**src/rtl/mdr_pkg.sv**
```systemverilog
// mdr_pkg: state encoding and default sizing for the memory data register.
package mdr_pkg;
    typedef enum logic [1:0] {IDLE = 2'd0, REQ = 2'd1, DONE = 2'd2} state_t;
    localparam int DEF_DATA_W  = 16;
    localparam int DEF_TIMEOUT = 15;
endpackage

```
**src/rtl/mdr_timeout_cnt.sv**
```systemverilog
// mdr_timeout_cnt: counts REQ cycles and flags the last permitted one.
module mdr_timeout_cnt
    import mdr_pkg::*;
#(
    parameter int TIMEOUT = DEF_TIMEOUT
) (
    input  logic clk,
    input  logic rst_n,
    input  logic clr,
    input  logic en,
    output logic expired
);
    localparam int CW = $clog2(TIMEOUT);
    logic [CW-1:0] cnt;
    always_ff @(posedge clk or negedge rst_n) begin
        if (!rst_n) cnt <= '0;
        else if (clr) cnt <= '0;
        else if (en) cnt <= cnt + 1'b1;
    end
    assign expired = cnt == CW'(TIMEOUT - 1);
endmodule

```
**src/rtl/mdr_ctrl.sv**
```systemverilog
// mdr_ctrl: MDR loaded from an internal bus or from memory via req/ack with timeout.
module mdr_ctrl
    import mdr_pkg::*;
#(
    parameter int DATA_W  = DEF_DATA_W,
    parameter int NUM_SRC = 2,
    parameter int SEL_W   = (NUM_SRC > 1 ? $clog2(NUM_SRC) : 1),
    parameter int TIMEOUT = DEF_TIMEOUT
) (
    input  logic                      clk,
    input  logic                      rst_n,
    input  logic [NUM_SRC*DATA_W-1:0] src_data,
    input  logic [SEL_W-1:0]          src_sel,
    input  logic                      load,
    input  logic                      mem_rd_start,
    output logic                      mem_req,
    input  logic                      mem_ack,
    input  logic [DATA_W-1:0]         mem_data,
    output logic [DATA_W-1:0]         mdr_out,
    output logic                      busy,
    output logic                      done,
    output logic                      timeout_err
);
    state_t             state;
    logic               expired;
    logic               sel_ok;
    logic [DATA_W-1:0]  sel_data;
    assign sel_ok   = 32'(src_sel) < NUM_SRC;
    assign sel_data = DATA_W'(src_data >> (32'(src_sel) * DATA_W));
    assign busy     = state != IDLE;
    // counter is held at zero outside REQ so every request starts fresh
    mdr_timeout_cnt #(.TIMEOUT(TIMEOUT)) u_cnt (
        .clk    (clk),
        .rst_n  (rst_n),
        .clr    (state != REQ),
        .en     (state == REQ),
        .expired(expired)
    );
    always_ff @(posedge clk or negedge rst_n) begin
        if (!rst_n) begin
            state       <= IDLE;
            mdr_out     <= '0;
            mem_req     <= 1'b0;
            done        <= 1'b0;
            timeout_err <= 1'b0;
        end else begin
            case (state)
                IDLE: begin
                    if (mem_rd_start) begin
                        state       <= REQ;
                        mem_req     <= 1'b1;
                        timeout_err <= 1'b0;
                    end else if (load && sel_ok) begin
                        mdr_out <= sel_data;
                    end
                end
                REQ: begin
                    if (mem_ack) begin
                        mdr_out <= mem_data;
                        mem_req <= 1'b0;
                        done    <= 1'b1;
                        state   <= DONE;
                    end else if (expired) begin
                        timeout_err <= 1'b1;
                        mem_req     <= 1'b0;
                        state       <= IDLE;
                    end
                end
                default: begin
                    done  <= 1'b0;
                    state <= IDLE;
                end
            endcase
        end
    end
endmodule

```
**config.mk**
```make
export PLATFORM = sky130hd
export DESIGN_NAME = mdr_ctrl
export DESIGN_NICKNAME = d
export VERILOG_FILES = /design/src/rtl/mdr_pkg.sv /design/src/rtl/mdr_timeout_cnt.sv /design/src/rtl/mdr_ctrl.sv
export SDC_FILE = /design/constraint.sdc
export NUM_CORES = 1
export LEC_CHECK = 0
export CAP_MARGIN = 20
export CORE_ASPECT_RATIO = 0.8
export CORE_MARGIN = 5
export CORE_UTILIZATION = 43
export DETAILED_ROUTE_END_ITERATION = 10
export PLACE_DENSITY_LB_ADDON = 0.25
export SYNTH_ARGS = -nofsm -noshare
export SYNTH_HDL_FRONTEND = slang
export SYNTH_SLANG_ARGS = --single-unit
```
**constraint.sdc**
```tcl
create_clock -name clk -period 5.2 [get_ports clk]
set_input_delay 1.04 -clock clk [delete_from_list [all_inputs] [get_ports clk]]
set_output_delay 1.04 -clock clk [all_outputs]
set_load 0.02 [all_outputs]
```
* After elaboration in Yosys (flattened, before gate mapping)
Index checks and enable logic that the tools add are counted.
** Storage, ports and cells
- Logic and storage cells :: 48
- Memories kept :: 0
- Latch bits :: 0
- Memory bits (read-only) :: 0
- Input port bits :: 54
- Memory bits (writable) :: 0
- Output and inout port bits :: 20
- Flip-flop bits (word level) :: 25
** Cells by class
- Equal/unequal tests :: 10
- Div/mod/pow operators :: 0
- Bitwise logic cells :: 1
- Reductions and logical operators :: 9
- Shift-type cells :: 1
- Multiplexer cells :: 20
- $mul :: 0
- $add $sub $neg :: 1
- $lt $le $gt $ge :: 0
** Operators by type and width (count)
- $mux W16 :: 3
- $pmux W16 S2 :: 1
- $shr A32 B5 Y16 :: 1
- $ne A2 B2 Y1 const B :: 6
- $mux W4 :: 2
- $reduce_and A4 Y1 :: 2
- $mux W1 :: 7
- $mux W2 :: 3
- $pmux W1 S2 :: 3
- $reduce_bool A2 Y1 :: 3
- $add A4 B1 Y4 const B :: 1
- $eq A4 B4 Y1 const B :: 1
- $pmux W2 S2 :: 1
- $reduce_and A2 Y1 :: 2
- $ne A3 B3 Y1 const B :: 1
- $reduce_and A3 Y1 :: 1
- $eq A2 B1 Y1 const B :: 1
- $logic_not A2 Y1 :: 1
- $ne A2 B1 Y1 const B :: 1
- $not A1 Y1 :: 1

* Longest topological paths before layout
Gate-level depths: netlist (run 1).
- Depth in word-level cells :: 4
- Mapped depth :: 5
- Depth with buffers taken out :: 5

* Hierarchy
A second synthesis (run 1) with hierarchy kept.
** Second synthesis, totals
- Cells, all modules :: 116
- Area total of the unflattened synthesis :: 1508.9 um^2
** Modules (own cells, without submodules)
- mdr_ctrl :: times used 1, cells an instance 96, area an instance 1288.7 um^2
- mdr_timeout_cnt :: times used 1, cells an instance 20, area an instance 220.2 um^2

* Least setup slack after synthesis (run 1)
OpenSTA, ideal clock, no wires.
- Kind :: in2reg
- From :: input port src_sel
- To :: register mdr_out[10]
- Stages :: 5
- Setup slack :: 2830 ps
- Buffers on the path :: 2
- Required time :: 5075 ps
- Arrival time :: 2245 ps
- Path through :: buf_2 buf_2 mux2_2 mux2_2 mux2_4
** On the way
- Cells in the longest elaborated chain, start to end :: 4
** RTL lines
- from (decl) :: RTL line mdr_ctrl.sv:13 : input logic [SEL_W-1:0] src_sel,
- $shr A32 B5 Y16 :: RTL line mdr_ctrl.sv:29 : assign sel_data = DATA_W'(src_data >> (32'(src_sel) * DATA_W));
- $mux W16 :: RTL line mdr_ctrl.sv:53 : end else if (load && sel_ok) begin
- $mux W16 :: RTL line mdr_ctrl.sv:49 : if (mem_rd_start) begin
- $pmux W16 S2 :: RTL line mdr_ctrl.sv:47 : case (state)
- to (signal assigned) :: RTL line mdr_ctrl.sv:54 : mdr_out <= sel_data;
- to (signal assigned) :: RTL line mdr_ctrl.sv:59 : mdr_out <= mem_data;
- to (decl) :: RTL line mdr_ctrl.sv:19 : output logic [DATA_W-1:0] mdr_out,
No other way between the ends. The select of a mux whose other input is x is not followed.
A chain may end at the register's enable or synchronous reset.

* Worst setup path in the final report (run 1)
- From :: input port src_sel
- To :: register mdr_out[1]
Same word-level chain as after synthesis.

==> results.py, run 1 <==
metrics = {
    "status": {
        "status": "finished, final reports clean",
    },
    "grt": {
        "grt_pass1_vias": 1117,
        "globalRouteTotalUtil_pct": 15.96,
        "gr-total-overflow": 0,
        "antenna_found_initial": 0,
        "grt_max_degree": 21,
        "grt_first_pass_wirelength_um": 5464,
    },
    "power_and_ir_drop": {
        "swShare_pct": 32.36,
        "ir_worst_vdd_mv": 0.2153,
        "power_frac_comb_pct": 49.1,
        "power_frac_seq_pct": 37.0,
        "p_int_mw": 0.5428,
        "pwr_density_cell_mw_per_mm2": 356.7,
        "power.share.clock_pct": 13.9,
        "p_leak_nw": 0.9312,
        "p_switching_mw": 0.2597,
    },
    "synthesis": {
        "synth.top_cell.area_share_pct": 43.14,
        "yosys-top-cells-area": "dfrtp_1, mux2_2, mux2_4",
        "synth_seq_area_share_pct": 43.14,
        "synth_area_mm2": 0.001450,
        "synthesis.nets": 166,
        "ys_types": 24,
        "yosysWarningCount": 0,
        "ys_seq_elements": 25,
        "netlist_instances": 110,
        "yosys.area.top_type": "dfrtp_1",
        "syn_avg_cell_area_um2": 13.18,
    },
    "die": {
        "ioPinCount": 74,
        "rows": 18,
        "core_area_mm2": 0.003176,
        "start_util_pct": 45.67,
        "die_w_um": 74.93,
        "die_h_um": 61.94,
        "dieArea_mm2": 0.004641,
    },
    "drt": {
        "highest_layer": "met4",
        "drtAntennaViolNets": 0,
        "wl_met3_um": 344,
        "drc": 0,
        "detail_route.first_pass.iterations": 4,
        "routed_wl_um": 3532,
        "wl_met1_um": 1399,
        "detail_route.vias_per_cell": 4.977,
        "drt_iter0_markers": 29,
        "num_vias": 1100,
        "routedWlPerCell_um": 15.98,
        "wl_met2_um": 1774,
    },
    "clock_tree": {
        "cts_max_path_buffers": 2,
        "cts-htree-levels": 1,
        "cts_setup_buffers": 0,
        "cts_buffers": 3,
        "cts_resized": 0,
        "cts_hold_buf": 0,
        "cts.sinks": 25,
        "insertion_delay_ns": 0.26,
        "cts-root-buf": "clkbuf_8",
        "cts_tree": "done",
        "clk_pin_slew_ns": 0.09,
    },
    "timing": {
        "worst_pin_slew_ns": 0.9829,
        "rsz0062_at_grt": "false",
        "layout_setup_ws_ns": 2.424,
        "final.setup.tns_ns": 0,
        "finalSetupViolations": 0,
        "period_needed_ns": 2.776,
        "slew_headroom_pct": 34.47,
        "skew_ns": 0.005390,
        "finalCritPeriodShare_pct": 53.39,
        "hold_viol_final": 0,
        "finalMaxSlewViolations": 0,
        "max_freq_mhz": 360.2,
    },
    "flow_run": {
        "cap_violations": 0,
    },
    "final_layout": {
        "antennaDiodeCount": 0,
        "multi_input_area_um2": 762.0,
        "fin_nets": 238,
        "fill_cells": 220,
        "seqCellArea_um2": 625.6,
        "syn_to_final_growth_pct": 55.13,
        "final_layout_size_suffix_gt1_share_pct": 30.94,
    },
    "worst_setup_path": {
        "crit_arrival_ns": 2.93,
        "r2r_cells": 3,
        "cp-start-kind": "input pin",
        "crit_fanout": 16,
        "regToRegStartpoint": "state[1]",
        "reg2reg_slack_ns": 3.06,
        "reg2reg_to": "mdr_out[1]",
        "path_class": "in2reg",
        "setup.worst_path.end_class": "flip-flop",
        "required_ns": 5.36,
    },
    "hold_path": {
        "hold_path.class": "reg2reg",
        "holdPathStages": 1,
        "hp-start": "u_cnt.cnt[0]",
        "hold_end": "u_cnt.cnt[0]",
    },
    "place": {
        "gp_congestion": 0.8083,
        "io_buffers": 73,
        "detailed_place_hpwl_um": 2824,
        "dpl_worst_slack_ns": 2.107,
    },
}
routing by layer:
metal | GRT usage (%) | up-vias
li1 | - | 533
met1 | 19.30 | 520
met2 | 28.04 | 45
met3 | 5.305 | 2
met4 | 3.299 | 0
met5 | 0 | -
cells by family (layout without fill, tap and decap cells):
logic type	Yosys count	in the layout	share of synthesized area [%]
AO/OA/AOI/OAI	8	8	3.883
XOR/XNOR	2	2	1.208
flip-flops	25	25	43.14
adder cells (fa/ha/maj)	2	2	1.725
buffers and inverters	9	80	4.314
AND/OR/NAND/NOR	15	15	5.177
multiplexers	49	49	40.55
state kept, by name, indices dropped and copies added, names as in the netlist:
name and count:
state 2, timeout_err 1, mem_req 1, mdr_out 16, done 1, u_cnt.cnt 4
power groups by stage:
stage          registers, mW  logic [mW]  clock network [mW]
2_1_floorplan          0.361       0.151                   0
3_3_place_gp           0.295       0.389                   0
3_5_place_dp           0.299       0.398                   0
4_1_cts                0.298       0.399               0.116
5_1_grt                0.306       0.415               0.124
6_report               0.297       0.394               0.112
synth_stat cells:
master    number
or3b_4         1
o21ai_0        1
mux2_4        10
xor2_1         1
buf_12         1
a21oi_1        4
clkbuf_1       1
mux2i_1        1
nor2_1         8
a41oi_1        1
nand3_1        1
or2_2          1
nand2_1        1
a21oi_4        1
nand2b_1       2
buf_2          4
buf_6          1
xnor2_1        1
and3_1         1
inv_1          2
a31oi_1        1
ha_1           2
mux2_2        38
dfrtp_1       25
stage by stage:
step           power (mW)  util [%]  instance area (um^2)  instances  hold slack (ns)
2_1_floorplan      0.5124         -                  1450        110           0.4536
3_3_place_gp       0.6840     68.52                  2176        216           0.4716
3_5_place_dp       0.6970     69.39                  2203        217           0.4789
4_1_cts            0.8131     70.84                  2250        221           0.4905
5_1_grt            0.8456     70.84                  2250        221           0.5015
6_report           0.8025     70.84                  2250        221           0.4885
worst max-delay path: stages:
cell             delay (ns)
clkdlybuf4s50_1        0.94
mux2_2                 0.40
mux2_2                 0.27
mux2_2                 0.27
cell type report:
cell class / instances / share of cell area [%]
repair buffers: 74 / 33.70
clock inverters: 1 / 0.2225
inverters: 2 / 0.3337
clock buffers: 3 / 1.835
flip-flops and latches: 25 / 27.81
multi-input cells: 76 / 33.87
well taps: 40 / 2.225
worst max path at each step:
stage	startpoint	end	slack [ns]	cells past startpoint
global route	src_sel	mdr_out[8]	2.38	4
finish	src_sel	mdr_out[1]	2.42	4
CTS	src_sel	mdr_out[1]	2.40	4
detailed placement	src_sel	mdr_out[1]	2.11	4
floorplan	src_sel	mdr_out[10]	2.83	5
global placement	src_sel	mdr_out[14]	2.17	4
cell usage in the layout, fill, tap and decap left out, types with 2 or more instances in the layout:
cell type        instances
mux2_2                  38
dfrtp_1                 25
a21oi_1                  4
clkdlybuf4s50_1         73
mux2_4                  10
nand2b_1                 2
clkbuf_8                 3
inv_1                    2
nor2_1                   8
ha_1                     2
No activity file was read; power rests on OpenSTA's default activity.
==> inputs of run 2 (changes only) <==
--- a/config.mk
+++ b/config.mk
@@ -8,7 +8,7 @@
 export CAP_MARGIN = 20
 export CORE_ASPECT_RATIO = 0.8
 export CORE_MARGIN = 5
-export CORE_UTILIZATION = 43
+export CORE_UTILIZATION = 40
 export DETAILED_ROUTE_END_ITERATION = 10
 export PLACE_DENSITY_LB_ADDON = 0.25
 export SYNTH_ARGS = -nofsm -noshare
==> constraint.sdc (replaced) <==
create_clock -name clk -period 2.9 [get_ports clk]
set_input_delay 0.58 -clock clk [delete_from_list [all_inputs] [get_ports clk]]
set_output_delay 0.58 -clock clk [all_outputs]
set_load 0.02 [all_outputs]
==> run 2 against run 1 <==
  * Sequential power increased by 79%
  * Via count is 2.4% higher
  * Sequential share of layout area about the same
  * Sequential cell count unchanged
  * Global-route usage is 0.73 points lower
  * Final area is 0.17% higher
  * Critical path type is now reg2out
  * Die area is 6.4% higher
  * Setup slack got worse by 1.7 ns
  * Routed wire length up 1.3%
  * First-iteration DRC count shrank 41%
==> results.py, run 2 (same netlist as run 1, synthesis figures left out) <==
metrics = {
    "status": {
        "status": "finished, final reports clean",
    },
    "final_layout": {
        "top_register": "mdr_out",
        "final_layout_size_suffix_gt1_share_pct": 31.52,
        "fin_nets": 241,
        "largest_reg_flops": 16,
        "antennaDiodeCount": 0,
        "postLayoutCellArea_mm2": 0.002253,
        "final_cell_count_no_fill": 226,
        "most-common-layout-cells": "clkdlybuf4s50_1, mux2_2, dfrtp_1",
        "reg_top3": "mdr_out (16), u_cnt.cnt (4), state (2)",
        "syn_to_final_growth_pct": 55.39,
        "fin_util_pct": 64.92,
        "layout_commonest_cell": "clkdlybuf4s50_1",
    },
    "worst_setup_path": {
        "required_ns": 2.32,
        "reg2reg_slack_ns": 0.87,
        "regToRegStartpoint": "state[1]",
        "reg2reg_to": "mdr_out[3]",
        "path_class": "reg2out",
        "r2r_cells": 3,
        "crit_fanout": 9,
        "setup.worst_path.end_class": "primary output",
        "cp-start-kind": "flip-flop",
        "crit_arrival_ns": 1.62,
    },
    "clock_tree": {
        "cts_max_path_buffers": 2,
        "cts-htree-levels": 1,
        "cts.sinks": 25,
        "cts_tree": "done",
        "cts_buffers": 3,
        "cts_hold_buf": 0,
        "cts_setup_buffers": 0,
        "cts-root-buf": "clkbuf_8",
        "cts_resized": 0,
        "clk_pin_slew_ns": 0.08,
        "insertion_delay_ns": 0.26,
    },
    "place": {
        "io_buffers": 73,
        "dp.cells": 222,
        "detailed_place_hpwl_um": 2816,
        "postPlaceCellArea_mm2": 0.002208,
        "gp_congestion": 0.7453,
    },
    "timing": {
        "max_freq_mhz": 454.9,
        "period_needed_ns": 2.198,
        "finalSetupViolations": 0,
        "slew_headroom_pct": 43.43,
        "skew_ns": 0.002804,
        "finalCritPeriodShare_pct": 75.81,
        "worst_pin_slew_ns": 0.8486,
        "rsz0062_at_grt": "false",
        "finalMaxSlewViolations": 0,
        "hold_viol_final": 0,
        "final.setup.tns_ns": 0,
    },
    "grt": {
        "gr-total-overflow": 0,
        "antenna_found_initial": 0,
        "grt_max_degree": 26,
        "globalRouteTotalUtil_pct": 15.23,
        "grt_pass1_vias": 1262,
        "grt_first_pass_wirelength_um": 6127,
    },
    "hold_path": {
        "hold_end": "u_cnt.cnt[0]",
        "hp-start": "u_cnt.cnt[0]",
        "hold_path.class": "reg2reg",
        "holdPathStages": 1,
    },
    "drt": {
        "detail_route.vias_per_cell": 4.982,
        "drc": 0,
        "routedWlPerCell_um": 15.83,
        "num_vias": 1126,
        "drt_iter0_markers": 17,
        "detail_route.first_pass.iterations": 4,
        "drtAntennaViolNets": 0,
        "routed_wl_um": 3578,
    },
    "power_and_ir_drop": {
        "ir_worst_vdd_mv": 0.3596,
        "power.total_mw": 1.445,
        "pwr_density_cell_mw_per_mm2": 641.3,
        "p_leak_nw": 0.9351,
    },
    "die": {
        "die_h_um": 63.86,
        "core_area_mm2": 0.003471,
        "dieArea_mm2": 0.004937,
        "die_w_um": 77.32,
        "start_util_pct": 41.78,
        "rows": 19,
        "ioPinCount": 74,
    },
    "flow_run": {
        "cap_violations": 0,
    },
}
## run 2: cell count changes in the layout (fill, tap and decap cells not counted), sizes merged
cell / change
clkinv: -1
clkbuf: +1
buf: +3
## run 2: worst max-delay path: stages (launching register included)
cell,delay [ns]
dfrtp_1,0.49
or2_2,0.33
clkdlybuf4s50_1,0.54
## run 2: metrics by stage
step                hold WS [ns]  setup slack, ns
floorplan                 0.2844           0.9897
global placement          0.4674           0.5561
detailed placement        0.4849           0.4885
CTS                       0.4951           0.6877
global route              0.5157           0.6325
finish                    0.4925           0.7015
## run 2: power breakdown
group	switching [mW]	internal [mW]
clock network	0.104	0.0981
logic	0.289	0.422
registers	0.0736	0.458
total	0.467	0.978
## run 2: routing by layer
metal	GRT usage, %	vias to the layer above	share of wire, %
li1	-	536	-
met1	17.12	549	39
met2	27.84	37	54
met3	4.916	4	5.5
met4	3.863	0	1.1
met5	0	-	0
## run 2: cell type report
| class | instances | area (um^2) |
|---|---|---|
| multi-input cells | 76 | 762.0 |
| clock buffers | 4 | 45.04 |
| well taps | 42 | 52.55 |
| inverters | 2 | 7.507 |
| flip-flops and latches | 25 | 625.6 |
| repair buffers | 77 | 760.7 |
| fillers | 268 | 1217 |
## run 2: how the worst max path moves through the flow
stage	from	to	slack, ns
finish	state[0]	busy	0.70
CTS	state[0]	busy	0.69
global route	state[1]	busy	0.63
global placement	mem_rd_start	mdr_out[2]	0.56
detailed placement	mem_rd_start	mdr_out[3]	0.49
floorplan	src_sel	mdr_out[10]	0.99
